<file path="src/rtl/semiauto_pkg.sv">
// Shared encodings for the semi-auto navigation path: navigation FSM states,
// global mode codes, command-latch states and the command priority helper.
package semiauto_pkg;

    typedef enum logic [1:0] {
        S_WAIT    = 2'b00,
        S_FORWARD = 2'b01,
        S_TURN    = 2'b10,
        S_COOL    = 2'b11
    } nav_state_e;

    // Modes 01 and 10 are the only ones in which the latch is live.
    typedef enum logic [1:0] {
        GM_OFF   = 2'b00,
        GM_MODE1 = 2'b01,
        GM_MODE2 = 2'b10,
        GM_MODE3 = 2'b11
    } global_mode_e;

    typedef enum logic [1:0] {
        IDLE    = 2'b00,
        ARMED   = 2'b01,
        HOLD    = 2'b10,
        RELEASE = 2'b11
    } latch_state_e;

    localparam int CMD_LEFT     = 0;
    localparam int CMD_RIGHT    = 1;
    localparam int CMD_STRAIGHT = 2;
    localparam int CMD_BACK     = 3;

    // Reduce a set of simultaneous rising edges to one command: straight > back > left > right.
    function automatic logic [3:0] pick_cmd(input logic [3:0] rise);
        logic [3:0] cmd;
        cmd = 4'b0000;
        if (rise[CMD_STRAIGHT]) begin
            cmd[CMD_STRAIGHT] = 1'b1;
        end else if (rise[CMD_BACK]) begin
            cmd[CMD_BACK] = 1'b1;
        end else if (rise[CMD_LEFT]) begin
            cmd[CMD_LEFT] = 1'b1;
        end else if (rise[CMD_RIGHT]) begin
            cmd[CMD_RIGHT] = 1'b1;
        end else begin
            cmd = 4'b0000;
        end
        return cmd;
    endfunction

endpackage

</file>
<file path="src/rtl/semiauto_cmd_latch_btn_debounce.sv">
// Two-flop synchroniser plus saturating stability counter for one push-button.
// The debounced level flips only after DEBOUNCE_CYCLES consecutive disagreeing samples.
module btn_debounce #(
    parameter int DEBOUNCE_CYCLES = 2_000_000,
    parameter int CNT_W           = 21
) (
    input  logic sys_clk,
    input  logic rst,
    input  logic btn_raw,
    output logic btn_db
);

    localparam logic [CNT_W-1:0] CNT_LAST = CNT_W'(DEBOUNCE_CYCLES - 1);
    localparam logic [CNT_W-1:0] CNT_ONE  = CNT_W'(1);

    logic             sync1_q, sync1_d;
    logic             sync2_q, sync2_d;
    logic [CNT_W-1:0] cnt_q, cnt_d;
    logic             db_q, db_d;

    // Next-state for the synchroniser, counter and debounced level.
    always_comb begin
        sync1_d = btn_raw;
        sync2_d = sync1_q;
        cnt_d   = cnt_q;
        db_d    = db_q;
        if (sync2_q == db_q) begin
            cnt_d = '0;
        end else if (cnt_q >= CNT_LAST) begin
            db_d  = ~db_q;
            cnt_d = '0;
        end else begin
            cnt_d = cnt_q + CNT_ONE;
        end
    end

    // State registers with synchronous reset.
    always_ff @(posedge sys_clk) begin
        if (rst) begin
            sync1_q <= 1'b0;
            sync2_q <= 1'b0;
            cnt_q   <= '0;
            db_q    <= 1'b0;
        end else begin
            sync1_q <= sync1_d;
            sync2_q <= sync2_d;
            cnt_q   <= cnt_d;
            db_q    <= db_d;
        end
    end

    assign btn_db = db_q;

endmodule

</file>
<file path="src/rtl/semiauto_cmd_latch.sv">
// Debounces the four direction buttons and latches one command per crossroad.
// Optional HOLD timeout is enabled by defining SEMIAUTO_CMD_TIMEOUT_EN.
module semiauto_cmd_latch
    import semiauto_pkg::*;
#(
    parameter int DEBOUNCE_CYCLES = 2_000_000,
    parameter int CNT_W           = 21
`ifdef SEMIAUTO_CMD_TIMEOUT_EN
    ,
    parameter int TIMEOUT_CYCLES  = 500_000_000
`endif
) (
    input  logic       sys_clk,
    input  logic       rst,
    input  logic       power,
    input  logic [1:0] global_state,
    input  logic [1:0] state,
    input  logic       btn_left,
    input  logic       btn_right,
    input  logic       btn_straight,
    input  logic       btn_back,
    output logic       left,
    output logic       right,
    output logic       straight,
    output logic       back,
    output logic       cmd_pending
);

`ifdef SEMIAUTO_CMD_TIMEOUT_EN
    localparam int               TO_W    = $clog2(TIMEOUT_CYCLES + 1);
    localparam logic [TO_W-1:0]  TO_LAST = TO_W'(TIMEOUT_CYCLES - 1);
    localparam logic [TO_W-1:0]  TO_ONE  = TO_W'(1);
    logic [TO_W-1:0]             hold_cnt_q, hold_cnt_d;
`endif

    logic [3:0]   btn_raw_s;
    logic [3:0]   db_s;
    logic [3:0]   rise_s;
    logic         active_s;
    logic [3:0]   db_prev_q, db_prev_d;
    logic [3:0]   cmd_q, cmd_d;
    logic         seen_wait_q, seen_wait_d;
    logic         pending_q, pending_d;
    latch_state_e latch_q, latch_d;

    assign btn_raw_s = {btn_back, btn_straight, btn_right, btn_left};

    for (genvar i = 0; i < 4; i++) begin : g_btn
        btn_debounce #(
            .DEBOUNCE_CYCLES (DEBOUNCE_CYCLES),
            .CNT_W           (CNT_W)
        ) u_debounce (
            .sys_clk (sys_clk),
            .rst     (rst),
            .btn_raw (btn_raw_s[i]),
            .btn_db  (db_s[i])
        );
    end

    assign active_s = power && ((global_state == GM_MODE1) || (global_state == GM_MODE2));
    assign rise_s   = db_s & ~db_prev_q;

    // Latch FSM next-state; a consumed command needs a visit to S_WAIT followed by leaving it.
    always_comb begin
        db_prev_d   = db_s;
        latch_d     = latch_q;
        cmd_d       = cmd_q;
        seen_wait_d = seen_wait_q;
`ifdef SEMIAUTO_CMD_TIMEOUT_EN
        hold_cnt_d  = hold_cnt_q;
`endif
        if (!active_s) begin
            latch_d     = IDLE;
            cmd_d       = 4'b0000;
            seen_wait_d = 1'b0;
        end else begin
            case (latch_q)
                IDLE: begin
                    latch_d = RELEASE;
                    cmd_d   = 4'b0000;
                end
                ARMED: begin
                    if (rise_s != 4'b0000) begin
                        latch_d     = HOLD;
                        cmd_d       = pick_cmd(rise_s);
                        seen_wait_d = 1'b0;
`ifdef SEMIAUTO_CMD_TIMEOUT_EN
                        hold_cnt_d  = '0;
`endif
                    end else begin
                        cmd_d = 4'b0000;
                    end
                end
                HOLD: begin
                    if (seen_wait_q && (state != S_WAIT)) begin
                        latch_d = RELEASE;
                        cmd_d   = 4'b0000;
`ifdef SEMIAUTO_CMD_TIMEOUT_EN
                    end else if (hold_cnt_q == TO_LAST) begin
                        latch_d = RELEASE;
                        cmd_d   = 4'b0000;
`endif
                    end else begin
                        seen_wait_d = seen_wait_q | (state == S_WAIT);
`ifdef SEMIAUTO_CMD_TIMEOUT_EN
                        hold_cnt_d  = hold_cnt_q + TO_ONE;
`endif
                    end
                end
                RELEASE: begin
                    cmd_d = 4'b0000;
                    if (db_s == 4'b0000) begin
                        latch_d = ARMED;
                    end else begin
                        latch_d = RELEASE;
                    end
                end
                default: begin
                    latch_d = IDLE;
                    cmd_d   = 4'b0000;
                end
            endcase
        end
        pending_d = (latch_d == HOLD);
    end

    // Latch FSM and output registers with synchronous reset.
    always_ff @(posedge sys_clk) begin
        if (rst) begin
            latch_q     <= IDLE;
            db_prev_q   <= 4'b0000;
            cmd_q       <= 4'b0000;
            seen_wait_q <= 1'b0;
            pending_q   <= 1'b0;
`ifdef SEMIAUTO_CMD_TIMEOUT_EN
            hold_cnt_q  <= '0;
`endif
        end else begin
            latch_q     <= latch_d;
            db_prev_q   <= db_prev_d;
            cmd_q       <= cmd_d;
            seen_wait_q <= seen_wait_d;
            pending_q   <= pending_d;
`ifdef SEMIAUTO_CMD_TIMEOUT_EN
            hold_cnt_q  <= hold_cnt_d;
`endif
        end
    end

    assign left        = cmd_q[CMD_LEFT];
    assign right       = cmd_q[CMD_RIGHT];
    assign straight    = cmd_q[CMD_STRAIGHT];
    assign back        = cmd_q[CMD_BACK];
    assign cmd_pending = pending_q;

endmodule

</file>
<file path="config.mk">
export PLATFORM = sky130hd
export DESIGN_NAME = semiauto_cmd_latch
export DESIGN_NICKNAME = d
export VERILOG_FILES = /design/src/rtl/semiauto_pkg.sv /design/src/rtl/semiauto_cmd_latch_btn_debounce.sv /design/src/rtl/semiauto_cmd_latch.sv
export SDC_FILE = /design/constraint.sdc
export NUM_CORES = 1
export LEC_CHECK = 0
export ABC_AREA = 1
export BUFFER_PORTS_ARGS = -buffer_cell sky130_fd_sc_hd__buf_2
export CORE_UTILIZATION = 30
export DETAILED_ROUTE_END_ITERATION = 6
export GPL_ROUTABILITY_DRIVEN = 0
export HOLD_SLACK_MARGIN = 0.06
export MAX_ROUTING_LAYER = met4
export PLACE_DENSITY = 0.46
export SETUP_SLACK_MARGIN = 0.4
export SLEW_MARGIN = 0
export SYNTH_ARGS = -nofsm -noshare
export SYNTH_HDL_FRONTEND = slang
export SYNTH_SLANG_ARGS = --single-unit
</file>
<file path="constraint.sdc">
create_clock -name sys_clk -period 1.98 [get_ports sys_clk]
set_clock_uncertainty 0.1 [all_clocks]
set_input_delay 0.396 -clock sys_clk [delete_from_list [all_inputs] [get_ports sys_clk]]
set_output_delay 0.396 -clock sys_clk [all_outputs]
set_load 0.01 [all_outputs]
</file>
==> results by group, run 1 <==
Status
  • Status: finished, violations left
  • Violated checks: design-rule violations

Synthesis
  • Ys Warns: 0
  • Multiplexer share of the synthesized area: less than 1%
  • Mapped Avg Cell Area: 7.02 µm²
  • Post-Synthesis Cells: 792
  • Main combinational cell family by area after synthesis: simple AND/OR/NAND/NOR gates
  • Synth Area in XOR/XNOR: ~10%
  • Post-synth cell types: 28
  • Adder-cell area share of the yosys netlist: 0.900%
  • Main flop type after synthesis: dfxtp_1
  • Post-Syn Area: 0.00556 mm²
  • Sequential area share after synthesis: ~39%
  • Synth Register Bits: 108
  • Async SR Flop Fraction: 0%
  • Complex-gate fraction of the synthesized area: under 10%
  • Synth Area in Simple Gates: 38.5%
  • EDFF count, synth: 0
  • Synth Net Count: a little over 800

Critical path
  • Worst endpoint required time: around 2.1 ns
  • Crit path arrival time: 1.74 ns
  • CP max FO: 5
  • Most frequent CP cell: nor2_4
  • Worst Path Buf+Inv: 1
  • Worst stage delay on the critical path: 0.36 ns
  • Critical-path cell list: nand4_1, nor2_4, nand3_2, nand2_2, nor2_4, nand3_4, clkbuf_16, nor2_2
  • Kind of critical path: reg2reg
  • Startpoint class of the critical path: flop
  • CP max stage cell: dfxtp_2
  • Kind of cell adding the most delay to the critical path: simple AND/OR/NAND/NOR gates
  • CP endpoint kind: flop

Hold path
  • Worst Hold Class: in2reg

Timing
  • Max-slew violation count: 0
  • Final Hold Viols: 0
  • Max Fclk: between 0.6 and 0.7 GHz
  • Final Setup Violations: 0
  • RSZ-0062 raised after global routing: yes
  • Slew @ Worst Pin: 0.356 ns
  • Final min period: 1.59 ns
  • Slew HR: 76.2%
  • Final period util: 80.5%
  • Post-route setup TNS: 0 ns

Die
  • Die width: 138 µm
  • Core area: 0.0181 mm²
  • Initial Utilization: 30.8%
  • Die height: 138 µm
  • Die area: about 0.019 mm²
  • I/O pin count: 16
  • Site Rows: 49

Global route
  • Largest net degree at the start of global routing: 18
  • Vias in the first global route: 4404
  • Grt ovf: 0
  • Total track usage: between 10% and 20%
  • First-pass GRT wire length: 20500 µm
  • Number of antenna violations at the first check in global routing: 0

Route
  • Routed len/inst: 11.4 µm
  • DRT iter0 DRCs: between 200 and 250
  • DRC Markers: 2
  • Final wirelength: about 12000 µm
  • DR pass1 iterations: 6
  • Vias/cell: around 4.3
  • Via count: 4663
  • Antenna-violating nets left: 0

Final layout
  • P&R area growth vs syn: 28.2%
  • FF/Latch Area: 0.00227 mm²
  • Share of cells above drive strength 1: about 30%
  • Final std cells w/o fill: 1080
  • Layout Nets: ~860
  • # fillers: 1899
  • ANT cells: 0
  • Final Util: about two fifths
  • Multi-input logic area: 0.00331 mm²

Pwr
  • Leak pwr: 2.59 nW
  • Total power: around 4.3 mW
  • Max VDD drop: 0.000328 V
  • Share of total power in the clock network: 46.8%
  • Switching power total: 0.923 mW
  • Combinational Power Share: 2.5%
  • Flop pwr share: 50.6%
  • Cell Int Power: 3.36 mW
  • Pwr dens: 600 mW/mm²
  • Sw Ratio: 21.6%

Clock network
  • Clock sink count: 108
  • CTS root buf: clkbuf_16
  • Worst skew pair latency: ~0.36 ns
  • CTS tree: yes
  • H-tree Lvls: 3
  • Cts bufs inserted: 9
  • Max clock buf depth: 2
  • CTS clk-pin slew, worst paths: ~0.070 ns

Place
  • Post-detail-place hpwl: 8440 µm
  • Post-Place Cells: 1033
  • Port Buffer Count: 15

Run
  • Max-cap viol count: 0
[worst register-to-register path: cells and delay by family (launching register included)]
family                 cells  cell delay (ns)
AND/OR/NAND/NOR            7             0.82
buffers and inverters      1             0.20
flip-flops                 1             0.36
[power groups by stage]
stage / Combinational (mW) / Sequential [mW] / Clock (mW)
final: 0.109 / 2.17 / 2.00
after detailed placement: 0.0815 / 2.24 / 0
after CTS: 0.0945 / 2.19 / 2.05
after floorplan: 0.0526 / 2.24 / 0
after global routing: 0.121 / 2.17 / 2.15
after global placement: 0.0820 / 2.24 / 0
[cell usage after synthesis, types with 9 or more instances]
cell type / instances / share of area, %
nand2_1: 149 / 10
dfxtp_1: 108 / 39
inv_2: 9 / 0.61
nor2_2: 40 / 4.5
inv_1: 101 / 6.8
nand3_2: 9 / 1.6
nor2_1: 167 / 11
nand3_1: 38 / 3.4
nand4_1: 21 / 2.4
a21oi_1: 15 / 1.3
xnor2_1: 12 / 1.9
nor3_1: 22 / 2.0
xor2_1: 52 / 8.2
[cell type report]
| cell class | instances | share of cell area [%] |
|---|---|---|
| Clock buffer | 11 | 3.40 |
| Sequential cell | 108 | 31.8 |
| Inverter | 110 | 5.79 |
| Tap cell | 229 | 4.02 |
| Multi-Input combinational cell | 561 | 46.4 |
| Clock inverter | 5 | 1.18 |
| Timing Repair Buffer | 56 | 7.40 |
[flip-flops by register name, indices dropped and copies added, names as in the netlist]
name                      cells
g_btn.u_debounce.cnt_q       84
cmd_q                         4
db_prev_q                     4
g_btn.u_debounce.btn_db       4
g_btn.u_debounce.sync1_q      4
g_btn.u_debounce.sync2_q      4
latch_q                       2
cmd_pending                   1
seen_wait_q                   1
[logic make-up (layout without fill, tap and decap cells)]
group / Yosys count / in the layout
xor+xnor: 64 / 64
mux: 1 / 1
compound gates: 25 / 25
flops: 108 / 108
simple gates: 467 / 467
buf+inv: 123 / 182
fa+ha+maj: 4 / 4
[placed cells by master, fill, tap and decap left out, types with 9 or more instances in the layout]
master | netlist | routed
a21oi_1 | 15 | 11
buf_2 | 5 | 15
buf_4 | 2 | 30
clkbuf_16 | 0 | 12
dfxtp_1 | 108 | 57
dfxtp_2 | 0 | 35
dfxtp_4 | 0 | 16
inv_1 | 101 | 98
inv_2 | 9 | 12
nand2_1 | 149 | 138
nand2_2 | 6 | 13
nand3_1 | 38 | 31
nand3_2 | 9 | 9
nand4_1 | 21 | 21
nor2_1 | 167 | 141
nor2_2 | 40 | 43
nor2_4 | 6 | 29
nor3_1 | 22 | 20
xnor2_1 | 12 | 12
xor2_1 | 52 | 51
[metal layers]
layer,global-route usage [%],wire (µm),up-vias
li1,-,-,2542
met1,17.4,6370,2067
met2,21.3,5530,41
met3,2.36,264,13
met4,4.85,194,0
met5,-,0,-
[final timing paths]
kind                                               startpoint                       endpoint  slack [ns]  cells after the start
worst max register to register  g_btn[3].u_debounce.cnt_q[18]  g_btn[3].u_debounce.cnt_q[10]        0.39                      8
worst max-delay path            g_btn[3].u_debounce.cnt_q[18]  g_btn[3].u_debounce.cnt_q[10]        0.39                      8
worst min-delay path                                btn_right    g_btn[1].u_debounce.sync1_q        0.15                      3
worst min register to register    g_btn[2].u_debounce.sync1_q    g_btn[2].u_debounce.sync2_q        0.30                      2
[what timing repair did]
item | in CTS | in global routing
pin swaps | 8 | 28
hold buffers | 0 | 0
gates cloned | 2 | 3
setup buffers | 13 | 13
gates resized for setup | 42 | 134
endpoints found under the setup margin | 85 | 85
[per-stage QoR]
| step | area, µm² | hold WS [ns] | worst slack [ns] |
|---|---|---|---|
| 2_1_floorplan | 5560 | 0.288 | 0.473 |
| 3_3_place_gp | 5930 | 0.293 | 0.298 |
| 3_5_place_dp | 5930 | 0.294 | 0.251 |
| 4_1_cts | 6520 | 0.145 | 0.393 |
| 5_1_grt | 7130 | 0.148 | 0.313 |
| 6_report | 7130 | 0.149 | 0.385 |
(Power assumes the default switching activity.)
==> run 2, diff against run 1 <==
- PLACE_DENSITY: 0.46 -> 0.48
- clock period: 1.98 -> 1.45 ns (I/O delays scaled with it)
==> run 2 against run 1 <==
Net effect:
- the run ends with negative setup slack left
- highest routed layer unchanged
- hold slack lost 0.061 ns
- utilization increased by 6.6 points
- clock power up 29%
- largest power group unchanged
- first-iteration DRC count is 37% lower
==> results by group, run 2 (same netlist as run 1, synthesis figures left out) <==
Timing
  • Slew HR: 77.9%
  • Slew @ Worst Pin: roughly 0.33 ns
  • Final min period: 1.51 ns
  • RSZ-0062 raised after global routing: yes
  • Max Fclk: 0.663 GHz
  • Max-slew violation count: 0
  • Final period util: 104%
  • Final Hold Viols: 0
  • Final Setup Violations: 84
  • Min Hold Slack: 0.0882 ns
  • Final worst slack: -0.0578 ns

Global route
  • First-pass GRT wire length: 22800 µm
  • Number of antenna violations at the first check in global routing: 0
  • Total track usage: 15.1%
  • Grt ovf: 0
  • Vias in the first global route: 5013
  • Largest net degree at the start of global routing: 22

Final layout
  • P&R area growth vs syn: 49.7%
  • # fillers: roughly 1800
  • ANT cells: 0
  • FF/Latch Area: 0.00227 mm²
  • Non-Filler Cell Area, Final: 0.00833 mm²
  • Share of cells above drive strength 1: 46.0%
  • Multi-input logic area: 0.00361 mm²
  • Final Util: 46.0%
  • Most flops, register: g_btn.u_debounce.cnt_q
  • Max reg flops: 84
  • Layout Nets: 974
  • Commonest non-fill, non-tap cells in the layout: buf_4 (130), nand2_1 (126), nor2_1 (113)
  • Commonest non-fill, non-tap cell in the layout: buf_4

Status
  • Status: finished, violations left
  • Violated checks: negative setup slack

Critical path
  • Worst r2r src: g_btn[3].u_debounce.cnt_q[0]
  • Reg2Reg Setup Slack: -0.06 ns
  • Startpoint class of the critical path: flop
  • Cells on worst reg2reg path: 7
  • Kind of critical path: reg2reg
  • Worst R2R End: g_btn[3].u_debounce.cnt_q[12]
  • CP endpoint kind: flop
  • CP max FO: 3
  • Crit path arrival time: between 1.5 and 2 ns
  • Worst endpoint required time: 1.65 ns

Clock network
  • Cts bufs inserted: 9
  • H-tree Lvls: 3
  • Clock sink count: roughly 110
  • CTS clk-pin slew, worst paths: 0.08 ns
  • CTS root buf: clkbuf_16
  • Worst skew pair latency: 0.36 ns
  • Max clock buf depth: 2
  • CTS tree: yes

Hold path
  • Worst Hold Class: in2reg
  • Hold Crit Endpoint: g_btn[1].u_debounce.sync1_q
  • Hold Startpoint: rst
  • Worst hold stages: 2

Pwr
  • Combinational Power Share: ~3.2%
  • Pwr dens: 688 mW/mm²
  • Cell Int Power: 4.41 mW
  • Share of total power in the clock network: 45.0%
  • Leak pwr: ~3.2 nW
  • Flop pwr share: between 50% and 60%
  • Switching power total: approximately 1.3 mW
  • Max VDD drop: around 0.00063 V
  • Sw Ratio: 23.0%

Place
  • Post-detail-place hpwl: about 9600 µm
  • Dpl cell area: 0.00693 mm²
  • Port Buffer Count: 15

Route
  • DRT iter0 DRCs: between 100 and 150
  • DRC Markers: 0
  • Vias/cell: 4.33
  • Antenna-violating nets left: 0
  • Via count: 5167
  • DR pass1 iterations: 4
  • Final wirelength: 13600 µm
  • Routed len/inst: about 11 µm

Die
  • Initial Utilization: a little under a third
  • Die area: ~0.019 mm²
  • Die height: 138 µm
  • Die width: 138 µm
  • Site Rows: 49
  • I/O pin count: 16
  • Core area: 0.0181 mm²

Run
  • Max-cap viol count: 0
==> run 2: changes by cell type in the layout (fill, tap and decap cells not counted), sizes merged <==
cell	delta
clkinv	+1
buf	+111
dlygate4sd3	+4
inv	+2
clkbuf	-3
bufbuf	-1
bufinv	-1
==> run 2: how the worst max path moves through the flow <==
stage	endpoint	slack, ns	from	cells past startpoint
2_1_floorplan	g_btn[1].u_debounce.cnt_q[2]	0.07	g_btn[1].u_debounce.cnt_q[0]	9
3_3_place_gp	g_btn[3].u_debounce.cnt_q[18]	-0.11	g_btn[3].u_debounce.cnt_q[9]	9
3_5_place_dp	g_btn[3].u_debounce.cnt_q[18]	-0.09	g_btn[3].u_debounce.cnt_q[9]	9
4_1_cts	g_btn[1].u_debounce.cnt_q[2]	-0.05	g_btn[1].u_debounce.cnt_q[1]	9
5_1_grt	g_btn[0].u_debounce.cnt_q[16]	-0.15	g_btn[0].u_debounce.cnt_q[10]	9
6_report	g_btn[3].u_debounce.cnt_q[12]	-0.06	g_btn[3].u_debounce.cnt_q[0]	7
==> run 2: power groups by stage <==
stage / clock network, mW / logic, mW / registers (mW)
floorplan: 0 / 0.0785 / 3.06
global placement: 0 / 0.128 / 3.06
detailed placement: 0 / 0.129 / 3.06
CTS: 2.71 / 0.160 / 2.98
global route: 2.81 / 0.202 / 2.97
finish: 2.58 / 0.183 / 2.97
==> run 2: layer usage <==
| layer | track usage, % | part of all wire [%] | wire [µm] | vias up |
|---|---|---|---|---|
| li1 | - | - | - | 2780 |
| met1 | 18.5 | 49 | 6660 | 2346 |
| met2 | 25.1 | 48 | 6490 | 30 |
| met3 | 3.50 | 2.3 | 307 | 11 |
| met4 | 3.78 | 1.1 | 146 | 0 |
| met5 | - | 0 | 0 | - |
==> run 2: worst max-delay path, cell delays in order (launching register included) <==
cell	delay, ns
dfxtp_4	0.38
ha_4	0.15
nand2_4	0.06
nor2_4	0.16
nand3b_1	0.18
buf_4	0.19
xor2_2	0.14
nor2_2	0.09
==> run 2: stage by stage <==
step	power (mW)	setup TNS [ns]	worst slack [ns]	std cells
floorplan	3.14	0	0.0662	792
global placement	3.19	-3.20	-0.111	1139
detailed placement	3.19	-3.67	-0.0909	1139
CTS	5.85	-2.02	-0.0547	1177
global route	5.98	-10.52	-0.150	1193
finish	5.73	-2.49	-0.0578	1193
==> run 2: what timing repair did <==
action	4_1_cts	5_1_grt
hold buffers	4	0
endpoints found under the setup margin	99	101
buffers inserted	16	12
endpoints found under the hold margin	4	0
gates cloned	2	4
gates resized for setup	101	133
pin swaps	19	32
==> run 2: area by class of cell <==
cell class | instances | area share, %
Timing Repair Buffer | 169 | 17.3
Tap cell | 229 | 3.44
Multi-Input combinational cell | 561 | 43.3
Clock buffer | 9 | 2.70
Sequential cell | 108 | 27.3
Inverter | 110 | 5.02
Clock inverter | 7 | 0.992
